==> config.mk <==
export PLATFORM = sky130hd
export DESIGN_NAME = wb_stage
export DESIGN_NICKNAME = d
export VERILOG_FILES = /design/src/rtl/wb_stage_pkg.sv /design/src/rtl/wb_load_ext.sv /design/src/rtl/wb_stage.sv
export SDC_FILE = /design/constraint.sdc
export NUM_CORES = 1
export LEC_CHECK = 0
export BUFFER_PORTS_ARGS = -buffer_cell sky130_fd_sc_hd__buf_2
export CAP_MARGIN = 20
export CELL_PAD_IN_SITES_DETAIL_PLACEMENT = 0
export CELL_PAD_IN_SITES_GLOBAL_PLACEMENT = 2
export CORE_MARGIN = 2
export CORE_UTILIZATION = 28
export CTS_CLUSTER_SIZE = 16
export DETAILED_ROUTE_END_ITERATION = 8
export HOLD_SLACK_MARGIN = 0.08
export PLACE_DENSITY = 0.83
export SETUP_SLACK_MARGIN = 0.5
export SLEW_MARGIN = 15
export SYNTH_ARGS = -nofsm -noshare
export SYNTH_HDL_FRONTEND = slang
export SYNTH_HIERARCHICAL = 1
export SYNTH_SLANG_ARGS = --single-unit
==> constraint.sdc <==
create_clock -name wb_clk -period 2.2 [get_ports wb_clk]
set_input_delay 0.11 -clock wb_clk [delete_from_list [all_inputs] [get_ports wb_clk]]
set_output_delay 0.11 -clock wb_clk [all_outputs]
set_load 0.05 [all_outputs]
==> src/rtl/wb_stage_pkg.sv <==
// ---------------------------------------------------------------------------
// wb_stage_pkg
// Shared constants for the write-back stage and the load-extension helper.
//   LS_BYTE / LS_HALF / LS_WORD : load-size encodings carried down the pipe
//   REG_ZERO                    : hard-wired zero register, never written
//   LINK_OFFSET                 : JAL/JALR link value is PC + LINK_OFFSET
// ---------------------------------------------------------------------------
package wb_stage_pkg;

    localparam logic [1:0] LS_BYTE = 2'b00;
    localparam logic [1:0] LS_HALF = 2'b01;
    localparam logic [1:0] LS_WORD = 2'b10;

    localparam int REG_ZERO    = 0;
    localparam int LINK_OFFSET = 8;

endpackage : wb_stage_pkg

==> src/rtl/wb_load_ext.sv <==
// ---------------------------------------------------------------------------
// wb_load_ext
// Combinational lane select and sign/zero extension of a raw load word.
// Lanes are big-endian: byte offset 0 is the most significant byte.
// Ports:
//   load_size     in  2       LS_BYTE / LS_HALF / LS_WORD (other codes pass through)
//   load_unsigned in  1       zero-extend instead of sign-extend
//   byte_off      in  2       address[1:0] of the load; bit 0 ignored for halves
//   mem_data      in  DWIDTH  raw load word
//   load_data     out DWIDTH  extended result
// DWIDTH must be at least 32; lanes are taken from the top 32 bits.
// ---------------------------------------------------------------------------
module wb_load_ext
    import wb_stage_pkg::*;
#(
    parameter int DWIDTH = 32
) (
    input  logic [1:0]        load_size,
    input  logic              load_unsigned,
    input  logic [1:0]        byte_off,
    input  logic [DWIDTH-1:0] mem_data,
    output logic [DWIDTH-1:0] load_data
);

    logic [7:0]  lane_b;
    logic [15:0] lane_h;
    logic        fill_b;
    logic        fill_h;

    always_comb begin
        lane_b = mem_data[DWIDTH-1 -: 8];
        case (byte_off)
            2'd0:    lane_b = mem_data[DWIDTH-1  -: 8];
            2'd1:    lane_b = mem_data[DWIDTH-9  -: 8];
            2'd2:    lane_b = mem_data[DWIDTH-17 -: 8];
            default: lane_b = mem_data[DWIDTH-25 -: 8];
        endcase
        // Half-word lanes only look at offset bit 1.
        lane_h = byte_off[1] ? mem_data[DWIDTH-17 -: 16] : mem_data[DWIDTH-1 -: 16];
    end

    assign fill_b = ~load_unsigned & lane_b[7];
    assign fill_h = ~load_unsigned & lane_h[15];

    always_comb begin
        load_data = mem_data;
        case (load_size)
            LS_BYTE: load_data = {{(DWIDTH-8){fill_b}}, lane_b};
            LS_HALF: load_data = {{(DWIDTH-16){fill_h}}, lane_h};
            default: load_data = mem_data;
        endcase
    end

endmodule : wb_load_ext

==> src/rtl/wb_stage.sv <==
// ---------------------------------------------------------------------------
// wb_stage
// Write-back end of the MIPS pipeline: MEM/WB pipeline register, result
// select, register-file write port, forwarding source and retire counter.
//
// Build option: define WB_LOAD_EXT_EN to capture load size / signedness /
// byte offset and extend sub-word loads through wb_load_ext. Without it the
// raw load word is written back unchanged and those three inputs are ignored.
//
// Ports:
//   wb_clk, wb_rst            clock (rising), async active-low reset
//   wb_valid_in .. wb_byte_off_in   MEM-stage instruction fields
//   wb_stall                  hold the MEM/WB register
//   wb_flush                  load a bubble (wins over stall)
//   wb_rf_wr_en/addr/data     register-file write port
//   wb_fwd_valid/addr/data    EX-stage bypass source
//   wb_retire_count           retired instruction count (wraps)
// ---------------------------------------------------------------------------
module wb_stage
    import wb_stage_pkg::*;
#(
    parameter int DWIDTH = 32,
    parameter int AWIDTH = 5,
    parameter int CWIDTH = 32
) (
    input  logic              wb_clk,
    input  logic              wb_rst,
    input  logic              wb_valid_in,
    input  logic              wb_reg_write_in,
    input  logic              wb_mem_to_reg_in,
    input  logic              wb_link_in,
    input  logic [DWIDTH-1:0] wb_pc_in,
    input  logic [DWIDTH-1:0] wb_alu_result_in,
    input  logic [DWIDTH-1:0] wb_mem_data_in,
    input  logic [AWIDTH-1:0] wb_dest_in,
    input  logic [1:0]        wb_load_size_in,
    input  logic              wb_load_unsigned_in,
    input  logic [1:0]        wb_byte_off_in,
    input  logic              wb_stall,
    input  logic              wb_flush,
    output logic              wb_rf_wr_en,
    output logic [AWIDTH-1:0] wb_rf_addr,
    output logic [DWIDTH-1:0] wb_rf_data,
    output logic              wb_fwd_valid,
    output logic [AWIDTH-1:0] wb_fwd_addr,
    output logic [DWIDTH-1:0] wb_fwd_data,
    output logic [CWIDTH-1:0] wb_retire_count
);

    // MEM/WB register
    logic              mw_valid;
    logic              mw_reg_write;
    logic              mw_mem_to_reg;
    logic              mw_link;
    logic [DWIDTH-1:0] mw_pc;
    logic [DWIDTH-1:0] mw_alu;
    logic [DWIDTH-1:0] mw_mem_data;
    logic [AWIDTH-1:0] mw_dest;
`ifdef WB_LOAD_EXT_EN
    logic [1:0]        mw_load_size;
    logic              mw_load_unsigned;
    logic [1:0]        mw_byte_off;
`endif

    // Set once a held entry has already committed, so a stall does not
    // write the register file (or count the retire) a second time.
    logic              done;
    logic [CWIDTH-1:0] retire_count;

    logic [DWIDTH-1:0] load_data;
    logic [DWIDTH-1:0] result;
    logic              dest_live;

    always_ff @(posedge wb_clk or negedge wb_rst) begin
        if (!wb_rst) begin
            mw_valid         <= 1'b0;
            mw_reg_write     <= 1'b0;
            mw_mem_to_reg    <= 1'b0;
            mw_link          <= 1'b0;
            mw_pc            <= '0;
            mw_alu           <= '0;
            mw_mem_data      <= '0;
            mw_dest          <= '0;
`ifdef WB_LOAD_EXT_EN
            mw_load_size     <= '0;
            mw_load_unsigned <= 1'b0;
            mw_byte_off      <= '0;
`endif
            done             <= 1'b0;
            retire_count     <= '0;
        end else begin
            // The entry currently presented retires on this edge.
            if (mw_valid && !done)
                retire_count <= retire_count + CWIDTH'(1);

            if (wb_flush) begin
                mw_valid         <= 1'b0;
                mw_reg_write     <= 1'b0;
                mw_mem_to_reg    <= 1'b0;
                mw_link          <= 1'b0;
                mw_pc            <= '0;
                mw_alu           <= '0;
                mw_mem_data      <= '0;
                mw_dest          <= '0;
`ifdef WB_LOAD_EXT_EN
                mw_load_size     <= '0;
                mw_load_unsigned <= 1'b0;
                mw_byte_off      <= '0;
`endif
                done             <= 1'b0;
            end else if (wb_stall) begin
                done             <= mw_valid;
            end else begin
                mw_valid         <= wb_valid_in;
                mw_reg_write     <= wb_reg_write_in;
                mw_mem_to_reg    <= wb_mem_to_reg_in;
                mw_link          <= wb_link_in;
                mw_pc            <= wb_pc_in;
                mw_alu           <= wb_alu_result_in;
                mw_mem_data      <= wb_mem_data_in;
                mw_dest          <= wb_dest_in;
`ifdef WB_LOAD_EXT_EN
                mw_load_size     <= wb_load_size_in;
                mw_load_unsigned <= wb_load_unsigned_in;
                mw_byte_off      <= wb_byte_off_in;
`endif
                done             <= 1'b0;
            end
        end
    end

`ifdef WB_LOAD_EXT_EN
    wb_load_ext #(
        .DWIDTH(DWIDTH)
    ) u_load_ext (
        .load_size    (mw_load_size),
        .load_unsigned(mw_load_unsigned),
        .byte_off     (mw_byte_off),
        .mem_data     (mw_mem_data),
        .load_data    (load_data)
    );
`else
    assign load_data = mw_mem_data;

    // Extension controls have no effect in this build.
    logic unused_load_ext;
    assign unused_load_ext = ^{wb_load_size_in, wb_load_unsigned_in, wb_byte_off_in};
`endif

    // Link wins over mem_to_reg; PC + 8 wraps naturally at DWIDTH bits.
    always_comb begin
        result = mw_alu;
        if (mw_link)
            result = mw_pc + DWIDTH'(LINK_OFFSET);
        else if (mw_mem_to_reg)
            result = load_data;
    end

    assign dest_live = mw_valid && mw_reg_write && (mw_dest != AWIDTH'(REG_ZERO));

    assign wb_rf_wr_en     = dest_live && !done;
    assign wb_rf_addr      = mw_dest;
    assign wb_rf_data      = result;

    // Still the youngest value for its register while stalled.
    assign wb_fwd_valid    = dest_live;
    assign wb_fwd_addr     = mw_dest;
    assign wb_fwd_data     = result;

    assign wb_retire_count = retire_count;

endmodule : wb_stage

==> results_dict.tcl, run 1 <==
set metrics [dict create \
    outcome "finished with violations" \
    crit_fanout 6 \
    synth.yosys.warnings 6 \
    fmax_mhz 382 \
    port-buffer-count 216 \
    tritoncts "yes" \
    cp_top_family "simple AND/OR/NAND/NOR gates" \
    drt-pass1-iter-count 5 \
    dr_vias 6631 \
    post_route_worst_setup_slack_ns -0.418 \
    tritoncts.num_buffers 17 \
    fp.dieH_microns 164 \
    async_flop_share 1.00 \
    grt_residual_overflow 0 \
    critical-path-top-cell-by-count "or4_4" \
    fin_nets 1192 \
    detailedRoute.firstIterationViolations 311 \
    power_leakage_nw 5.75 \
    filler_cell_count 2239 \
    dp_hpwl_microns 16100 \
    timing.final.crit_share 1.19 \
    synthCells 707 \
    number_of_levels_in_the_clock_h_tree 4 \
    synth_compound_area_frac 0.0653 \
    final.min_clock_period_ns 2.62 \
    clock_tree.buffer_depth 2 \
    netlist-cell-type-count 39 \
    num_antenna_cells 0 \
    multi_input_comb_area_sq_um 4190 \
    fin_hold_ws_ns 0.137 \
    synthesized_area_fraction_occupied_by_xor_and_xnor_cells 0.0535 \
    setup_viol_count_final 44 \
    timing.critical_path.buf_inv 1 \
    global_placement_routability_congestion 0.808 \
    seq_area_frac_synth 0.479 \
    power_per_cell_area_nw_per_um2 647 \
    first_pass_grt_wire_length_microns 37700 \
    cts_root_buf "clkbuf_16" \
    syn-cell-area_sq_um 7200 \
    clk-insertion-delay-late_ns 0.42 \
    totalWireLength_microns 25100 \
    grt_setup_unrepaired "yes" \
    clkTransAtPathRegs_ns 0.07 \
    hp-class "input port to register" \
    timing.critical_path.from_type "register" \
    final_util 0.490 \
    irDropWorstVdd_uv 373 \
    worst-endpoint-arrival_ns 2.51 \
    cpMaxStageDelayCell "or4_4" \
    clock-skew-final_ns 0.00725 \
    synth.area.mux_share 0.156 \
    synthToLayoutAreaGrowth_pct 71.3 \
    final_area_sq_um 12300 \
    dpl.cell_count 1240 \
    clock-sinks 138 \
    chipWidth_microns 164 \
    die_area_sq_um 27000 \
    dp_slack_ns -0.112 \
    failed_checks "negative setup slack" \
    antenna_found_initial 0 \
    rows 58 \
    relSlewSlack 0.580 \
    count_of_max_cap_constraint_violations 0 \
    leading_cell_types_in_the_layout_fill_and_taps_excluded "buf_2, nor2_1, dfrtp_1" \
    layout.cells.non_filler 1419 \
    drv_slew 0 \
    synth_top_family_by_area "simple AND/OR/NAND/NOR gates" \
    worst_pin_slew_ns 0.627 \
    placed_cell_area_sq_um 9380 \
    post_dr_wirelength_cell_microns 17.7 \
    layout.area.seq_sq_um 3490 \
    cpPeakStageDelay_ns 0.61 \
    track_usage 0.183 \
    synth_edf_count 0 \
    initial_utilization 0.286 \
    worst-setup-path-type "register to output port" \
    crit_path_end_kind "output port" \
    coreArea_sq_um 25200 \
    post_route_cells_drive_above_1_share 0.444 \
    final_common_cell "buf_2" \
    postSynth.topFlopCell "dfrtp_1" \
    synth_simple_gate_area_share 0.176 \
    path_cells "nand4_1 > or4_4 > or4_4 > a31oi_4 > buf_6" \
    syn_avg_cell_area_sq_um 10.2 \
    grt_max_degree 60 \
    final-hold-violation-count 0 \
    critical_path_required_ns 2.09 \
    synth.net_count 823 \
    synthAdderAreaFrac 0.00347 \
    drt.antenna.violating_nets 0 \
    detail_route.vias_per_cell 4.67 \
    io-pin-count 222 \
    postSynthRegisterBits 138 \
    remaining_drc_errors 0 \
    vias_in_the_first_global_route 6657 \
]
final cells by class:
type,instances,area share
Timing Repair Buffer,427,0.295
Tap cell,330,0.0335
Clock inverter,11,0.00903
Sequential cell,138,0.283
Clock buffer,21,0.0381
Multi-Input combinational cell,486,0.339
Inverter,6,0.00183
kinds of logic (layout without fill, tap and decap cells):
| logic type | Yosys count | in the layout |
|---|---|---|
| flops | 138 | 138 |
| buf+inv | 84 | 465 |
| xor+xnor | 44 | 44 |
| mux | 112 | 112 |
| compound gates | 73 | 73 |
| simple gates | 254 | 255 |
| fa+ha+maj | 2 | 2 |
worst paths after layout:
kind / slack, ns / startpoint / to / cells past startpoint
max in group asynchronous: 1.20 / wb_rst / wb_retire_count[16] / 3
min: 0.14 / wb_flush / mw_alu[5] / 2
min in group asynchronous: 0.22 / wb_rst / mw_alu[1] / 2
max reg2reg: 0.59 / wb_retire_count[0] / wb_retire_count[20] / 5
max: -0.42 / mw_pc[17] / wb_fwd_data[24] / 5
min reg2reg: 0.47 / wb_retire_count[31] / wb_retire_count[31] / 1
metal layers:
layer | global-route usage | part of all wire
met5 | 0 | 0
met4 | 0.0498 | 0.021
met1 | 0.240 | 0.44
met3 | 0.0362 | 0.038
met2 | 0.309 | 0.50
worst reg2reg max path, stage by stage (launching register included):
cell,delay (ns)
dfrtp_2,0.37
ha_2,0.18
nand4b_1,0.16
or4_4,0.57
nor3_4,0.14
xnor2_1,0.13
cells in the mapped netlist (6+ instances only):
library cell  instances  area (sq um)
a21oi_1              12          60.1
a211oi_1             25           188
and3_1                9          56.3
o31ai_1               8          60.1
inv_1                 6          22.5
clkbuf_1             26          97.6
or3_1                 6          37.5
xnor2_1              31           272
xor2_1               13           114
nand4_1              19           119
nand3_1              20           100
buf_1                 9          33.8
dfrtp_1             138          3450
buf_4                40           300
o21ai_0              13          65.1
mux2i_1             111          1110
nor2_1              112           420
nand2_1              28           105
or4_1                10          75.1
a31oi_1              14          87.6
and4_1                6          52.6
nor2b_1              27           169
through the flow:
stage	setup TNS (ns)	total power [mW]
finish	-11.37	7.99
global route	-15.58	8.31
CTS	-10.67	8.01
detailed placement	-0.652	4.67
global placement	-0.404	4.65
floorplan	-2.20	4.21
power breakdown:
group | leakage, nW | total (mW) | internal [mW] | switching (mW)
combinational | 3.67 | 2.27 | 0.926 | 1.35
clock | 0.269 | 2.86 | 1.66 | 1.20
sequential | 1.80 | 2.85 | 2.70 | 0.153
total | 5.74 | 7.99 | 5.29 | 2.70
timing repair:
item                       in CTS  in global routing
hold endpoints to repair      154                  0
hold buffers                  106                  0
resized for setup             211                 31
gates cloned                    2                  1
setup buffers                  24                 14
pin swaps                      17                 18
setup endpoints to repair      76                 73
Note: power is estimated with default switching activity, not from simulation.
==> inputs of run 2 (changes only) <==
--- a/config.mk
+++ b/config.mk
@@ -15,6 +15,8 @@
 export DETAILED_ROUTE_END_ITERATION = 8
 export HOLD_SLACK_MARGIN = 0.08
 export PLACE_DENSITY = 0.83
+export RECOVER_POWER = 25
+export REMOVE_ABC_BUFFERS = 1
 export SETUP_SLACK_MARGIN = 0.5
 export SLEW_MARGIN = 15
 export SYNTH_ARGS = -nofsm -noshare
==> run 2 against run 1 <==
The flow still finishes with violations (negative setup slack). Critical path depth increased by 2. First-iteration DRC count fell by 2.9%. Die area is the same. Critical path type unchanged. Largest cell class unchanged.
==> results_dict.tcl, run 2 (same netlist as run 1, synthesis figures left out) <==
set metrics [dict create \
    outcome "finished with violations" \
    failed_checks "negative setup slack" \
    rows 58 \
    detail_route.vias_per_cell 4.65 \
    timing.critical_path.from_type "register" \
    timing.hold.worst.start "wb_stall" \
    worst_r2r_startpoint "wb_retire_count[7]" \
    remaining_drc_errors 0 \
    worst-setup-path-type "register to output port" \
    timing.hold.worst_endpoint "mw_pc[31]" \
    placed_cell_area_sq_um 8720 \
    post_route_worst_setup_slack_ns -0.440 \
    crit_fanout 5 \
    count_of_max_cap_constraint_violations 0 \
    timing.final.crit_share 1.20 \
    tritoncts.num_buffers 17 \
    cp_top_family "simple AND/OR/NAND/NOR gates" \
    clock-sinks 138 \
    fin_tns_setup_ns -11.15 \
    chipWidth_microns 164 \
    regToRegEndpoint "wb_retire_count[30]" \
    ff2ff_setup_slack_ns 0.54 \
    grt_max_degree 63 \
    cts_root_buf "clkbuf_16" \
    drt.antenna.violating_nets 0 \
    number_of_levels_in_the_clock_h_tree 4 \
    clkTransAtPathRegs_ns 0.06 \
    clk-insertion-delay-late_ns 0.42 \
    power_leakage_nw 5.69 \
    path_cells "buf_6 > buf_6 > nand4_1 > or4_4 > or4_4 > a31oi_4 > buf_6" \
    drv_slew 0 \
    post_route_cells_drive_above_1_share 0.411 \
    dp_slack_ns -0.212 \
    tritoncts "yes" \
    vias_in_the_first_global_route 6972 \
    crit_path_end_kind "output port" \
    dr_vias 6552 \
    hp-class "input port to register" \
    irDropWorstVdd_uv 621 \
    drt-pass1-iter-count 5 \
    timing.reg2reg.worst_path_depth 7 \
    worst_pin_slew_ns 1.37 \
    final_common_cell "buf_2" \
    antenna_found_initial 1 \
    fmax_mhz 379 \
    final-hold-violation-count 0 \
    post_dr_wirelength_cell_microns 16.8 \
    leading_cell_types_in_the_layout_fill_and_taps_excluded "buf_2, dfrtp_1, nor2_1" \
    setup_viol_count_final 44 \
    port-buffer-count 216 \
    first_pass_grt_wire_length_microns 36800 \
    detailedRoute.firstIterationViolations 302 \
    critical_path_required_ns 2.09 \
    totalWireLength_microns 23700 \
    initial_utilization 0.286 \
    fin_hold_ws_ns 0.113 \
    hold_depth 3 \
    global_placement_routability_congestion 0.775 \
    io-pin-count 222 \
    critical-path-top-cell-by-count "buf_6" \
    grt_setup_unrepaired "yes" \
    die_area_sq_um 27000 \
    worst-endpoint-arrival_ns 2.53 \
    track_usage 0.174 \
    dp_hpwl_microns 15000 \
    cpMaxStageDelayCell "or4_4" \
    coreArea_sq_um 25200 \
    synthToLayoutAreaGrowth_pct 66.2 \
    timing.critical_path.buf_inv 3 \
    relSlewSlack 0.0842 \
    fin_nets 1182 \
    grt_residual_overflow 0 \
    clock-skew-final_ns 0.00826 \
    final_area_sq_um 12000 \
    fp.dieH_microns 164 \
    final.min_clock_period_ns 2.64 \
    clock_tree.buffer_depth 2 \
    power_per_cell_area_nw_per_um2 681 \
    cpPeakStageDelay_ns 0.53 \
]
[run 2: cell types whose count changed in the layout (fill, tap and decap cells not counted), sizes merged]
cell         delta
clkinv          +5
bufbuf          +1
bufinv          +3
diode           +1
clkbuf          +2
clkinvlp        -3
buf            -16
inv             -3
dlygate4sd3     +1
[run 2: layout make-up]
cell class | instances | area [sq um]
Tap cell | 330 | 413
Clock buffer | 19 | 443
Antenna cell | 1 | 2.50
Timing Repair Buffer | 417 | 3450
Sequential cell | 138 | 3460
Clock inverter | 13 | 193
Inverter | 6 | 22.5
Multi-Input combinational cell | 486 | 3980
Fill cell | 2295 | 13200
[run 2: metrics by stage]
stage / utilization / power [mW] / cells
CTS: 0.465 / 8.13 / 1397
detailed placement: 0.346 / 4.48 / 1228
global placement: 0.346 / 4.47 / 1228
floorplan: - / 3.87 / 629
finish: 0.475 / 8.15 / 1410
global route: 0.475 / 8.49 / 1410
[run 2: tightest hold or removal path, stage by stage]
cell and delay (ns):
buf_6 0.17, mux2i_1 0.16, nor2_1 0.05
[run 2: worst max path at each step]
stage	start	to	slack, ns	cells past startpoint
CTS	mw_pc[16]	wb_rf_data[19]	-0.42	7
finish	mw_pc[3]	wb_fwd_data[26]	-0.44	7
floorplan	mw_mem_to_reg	wb_fwd_data[0]	-1.47	2
global route	mw_pc[3]	wb_rf_data[26]	-0.52	7
global placement	mw_pc[3]	wb_fwd_data[29]	-0.19	6
detailed placement	mw_pc[3]	wb_fwd_data[29]	-0.21	6
[run 2: repair_timing]
item	4_1_cts	5_1_grt
cloned	2	1
resized for setup	262	47
pin swaps	55	26
buffers inserted	28	11
setup endpoints to repair	69	82
endpoints found under the hold margin	188	0
hold buffers	107	0
[run 2: layer usage]
metal / global-route usage / vias up / routed length [microns]
met5: 0 / - / 0
met4: 0.0419 / 0 / 167
met3: 0.0379 / 10 / 1040
met2: 0.295 / 158 / 11800
met1: 0.228 / 3215 / 10600
li1: - / 3169 / -
[run 2: power breakdown]
group          internal (mW)  total [mW]  switching (mW)
Combinational          0.895        2.18            1.29
Clock                   1.94        3.13            1.19
Sequential              2.69        2.84           0.143
==> inputs of run 3 (changes only) <==
--- a/config.mk
+++ b/config.mk
@@ -9,7 +9,7 @@
 export CAP_MARGIN = 20
 export CELL_PAD_IN_SITES_DETAIL_PLACEMENT = 0
 export CELL_PAD_IN_SITES_GLOBAL_PLACEMENT = 2
-export CORE_MARGIN = 2
+export CORE_MARGIN = 1.5
 export CORE_UTILIZATION = 28
 export CTS_CLUSTER_SIZE = 16
 export DETAILED_ROUTE_END_ITERATION = 8
==> run 3 against run 2 <==
Sequential cell count did not move. Non-clock buffer count rose by 4. Routed wire length fell by 1.8%. The run ends with max-capacitance violations, max-slew violations, negative setup slack left.
==> results_dict.tcl, run 3 (same netlist as run 1, synthesis figures left out) <==
set metrics [dict create \
    tritoncts "yes" \
    die_area_sq_um 26700 \
    final-hold-violation-count 0 \
    worst_r2r_startpoint "wb_retire_count[1]" \
    critical-path-top-cell-by-count "buf_6" \
    final.min_clock_period_ns 2.66 \
    failed_checks "max-capacitance violations, max-slew violations, negative setup slack" \
    clk-insertion-delay-late_ns 0.41 \
    clock-sinks 138 \
    grt_max_degree 60 \
    clock-skew-final_ns 0.00626 \
    post_dr_wirelength_cell_microns 16.5 \
    drv_slew 39 \
    drt.antenna.violating_nets 0 \
    regToRegEndpoint "wb_retire_count[12]" \
    worst-setup-path-type "register to output port" \
    dr_vias 6645 \
    power_leakage_nw 5.70 \
    power_frac_clock 0.366 \
    global_placement_routability_congestion 0.814 \
    total_switching_power_mw 2.58 \
    timing.reg2reg.worst_path_depth 5 \
    crit_path_end_kind "output port" \
    cpMaxStageDelayCell "or4_4" \
    crit_fanout 5 \
    final_util 0.481 \
    fin_nets 1186 \
    setup.worst_path.start "mw_pc[4]" \
    grt_residual_overflow 0 \
    outcome "finished with violations" \
    count_of_max_cap_constraint_violations 1 \
    ff2ff_setup_slack_ns 0.46 \
    power_per_cell_area_nw_per_um2 655 \
    tritoncts.num_buffers 17 \
    post_route_worst_setup_slack_ns -0.465 \
    irDropWorstVdd_uv 410 \
    layout.cells.non_filler 1412 \
    relSlewSlack -0.311 \
    leading_cell_types_in_the_layout_fill_and_taps_excluded "buf_2, dfrtp_1, nor2_1" \
    layout.area.seq_sq_um 3460 \
    path_cells "ha_2 > nand3_2 > or4_4 > buf_6 > or3_4 > a31oi_4 > buf_6" \
    port-buffer-count 216 \
    initial_utilization 0.286 \
    number_of_levels_in_the_clock_h_tree 4 \
    p_comb_frac 0.277 \
    filler_cell_count 2267 \
    grt_setup_unrepaired "yes" \
    rows 58 \
    io-pin-count 222 \
    power.switching_fraction 0.325 \
    dp_hpwl_microns 14700 \
    end_point_of_the_critical_path "wb_rf_data[19]" \
    cts_root_buf "clkbuf_16" \
    remaining_drc_errors 0 \
    clkTransAtPathRegs_ns 0.06 \
    internal_dissipation_mw 5.35 \
    setup_viol_count_final 38 \
    synthToLayoutAreaGrowth_pct 68.3 \
    dp_slack_ns -0.281 \
    chipWidth_microns 163 \
    cpPeakStageDelay_ns 0.59 \
    fin_hold_ws_ns 0.179 \
    post_route_cells_drive_above_1_share 0.420 \
    totalWireLength_microns 23200 \
    first_pass_grt_wire_length_microns 36800 \
    antenna_found_initial 1 \
    hp-class "input port to register" \
    coreArea_sq_um 25200 \
    detailedRoute.firstIterationViolations 286 \
    vias_in_the_first_global_route 7028 \
    worst-endpoint-arrival_ns 2.55 \
    dpl.cell_count 1224 \
    worst_pin_slew_ns 1.97 \
    fin_tns_setup_ns -12.42 \
    clock_tree.buffer_depth 2 \
    seqPwrFrac 0.357 \
    multi_input_comb_area_sq_um 4100 \
    track_usage 0.176 \
    drt-pass1-iter-count 6 \
    final_common_cell "buf_2" \
    detail_route.vias_per_cell 4.71 \
    critical_path_required_ns 2.09 \
    fmax_mhz 375 \
    timing.final.crit_share 1.21 \
    fp.dieH_microns 163 \
    timing.critical_path.from_type "register" \
]
-- run 3: cell types whose count changed in the layout (fill, tap and decap cells not counted), moves of 3 or more --
cell | previous run | this run
buf_4 | 64 | 52
buf_6 | 82 | 99
nand3_2 | 7 | 3
clkinv_4 | 5 | 2
xnor2_1 | 28 | 25
nand3_4 | 3 | 6
-- run 3: critical path, delay by kind of cell (launching register included) --
kind / cells / cell delay, ns
AND/OR/NAND/NOR: 3 / 1.02
flip-flops: 1 / 0.37
buffers and inverters: 2 / 0.35
adder cells (fa/ha/maj): 1 / 0.21
AO/OA/AOI/OAI: 1 / 0.21
-- run 3: worst min path at each step --
stage,slack (ns),from,cells after the start,to
6_report,0.18,wb_stall,3,done
5_1_grt,0.20,wb_stall,3,done
4_1_cts,0.13,wb_flush,2,load_data[18]
2_1_floorplan,-0.19,wb_rst,0,done
3_3_place_gp,0.09,wb_rst,1,wb_retire_count[31]
3_5_place_dp,0.09,wb_rst,1,wb_retire_count[30]
-- run 3: stage by stage --
| stage | total power [mW] | cell area, sq um |
|---|---|---|
| after floorplan | 3.87 | 6750 |
| after global placement | 4.47 | 8700 |
| after detailed placement | 4.48 | 8700 |
| after CTS | 7.93 | 11700 |
| after global routing | 8.28 | 12100 |
| final | 7.94 | 12100 |
-- run 3: cell type report --
class                      count  area share
multi-input combinational    486       0.338
timing repair buffer         421       0.292
sequential                   138       0.286
clock buffer                  18      0.0354
tap                          330      0.0341
clock inverter                12      0.0126
inverter                       6     0.00186
antenna                        1    0.000206
-- run 3: per-layer routing --
layer / routed length (microns) / track usage / share of wire / up-vias
met5: 0 / 0 / 0 / -
met4: 241 / 0.0455 / 0.010 / 0
met3: 1100 / 0.0358 / 0.047 / 18
met2: 11300 / 0.298 / 0.49 / 178
met1: 10600 / 0.227 / 0.45 / 3268
li1: - / - / - / 3181
-- run 3: what timing repair did --
item | CTS | global route
hold buffers | 106 | 0
buffers inserted | 32 | 18
gates cloned | 1 | 0
pin swaps | 50 | 38
gates resized for setup | 269 | 68
endpoints found under the setup margin | 76 | 84
endpoints found under the hold margin | 158 | 0
-- run 3: power groups by stage --
stage | Clock, mW | Combinational, mW | Sequential, mW
4_1_cts | 2.98 | 2.13 | 2.83
2_1_floorplan | 0 | 0.802 | 3.07
3_3_place_gp | 0 | 1.58 | 2.89
6_report | 2.90 | 2.20 | 2.83
5_1_grt | 3.09 | 2.34 | 2.86
3_5_place_dp | 0 | 1.59 | 2.89
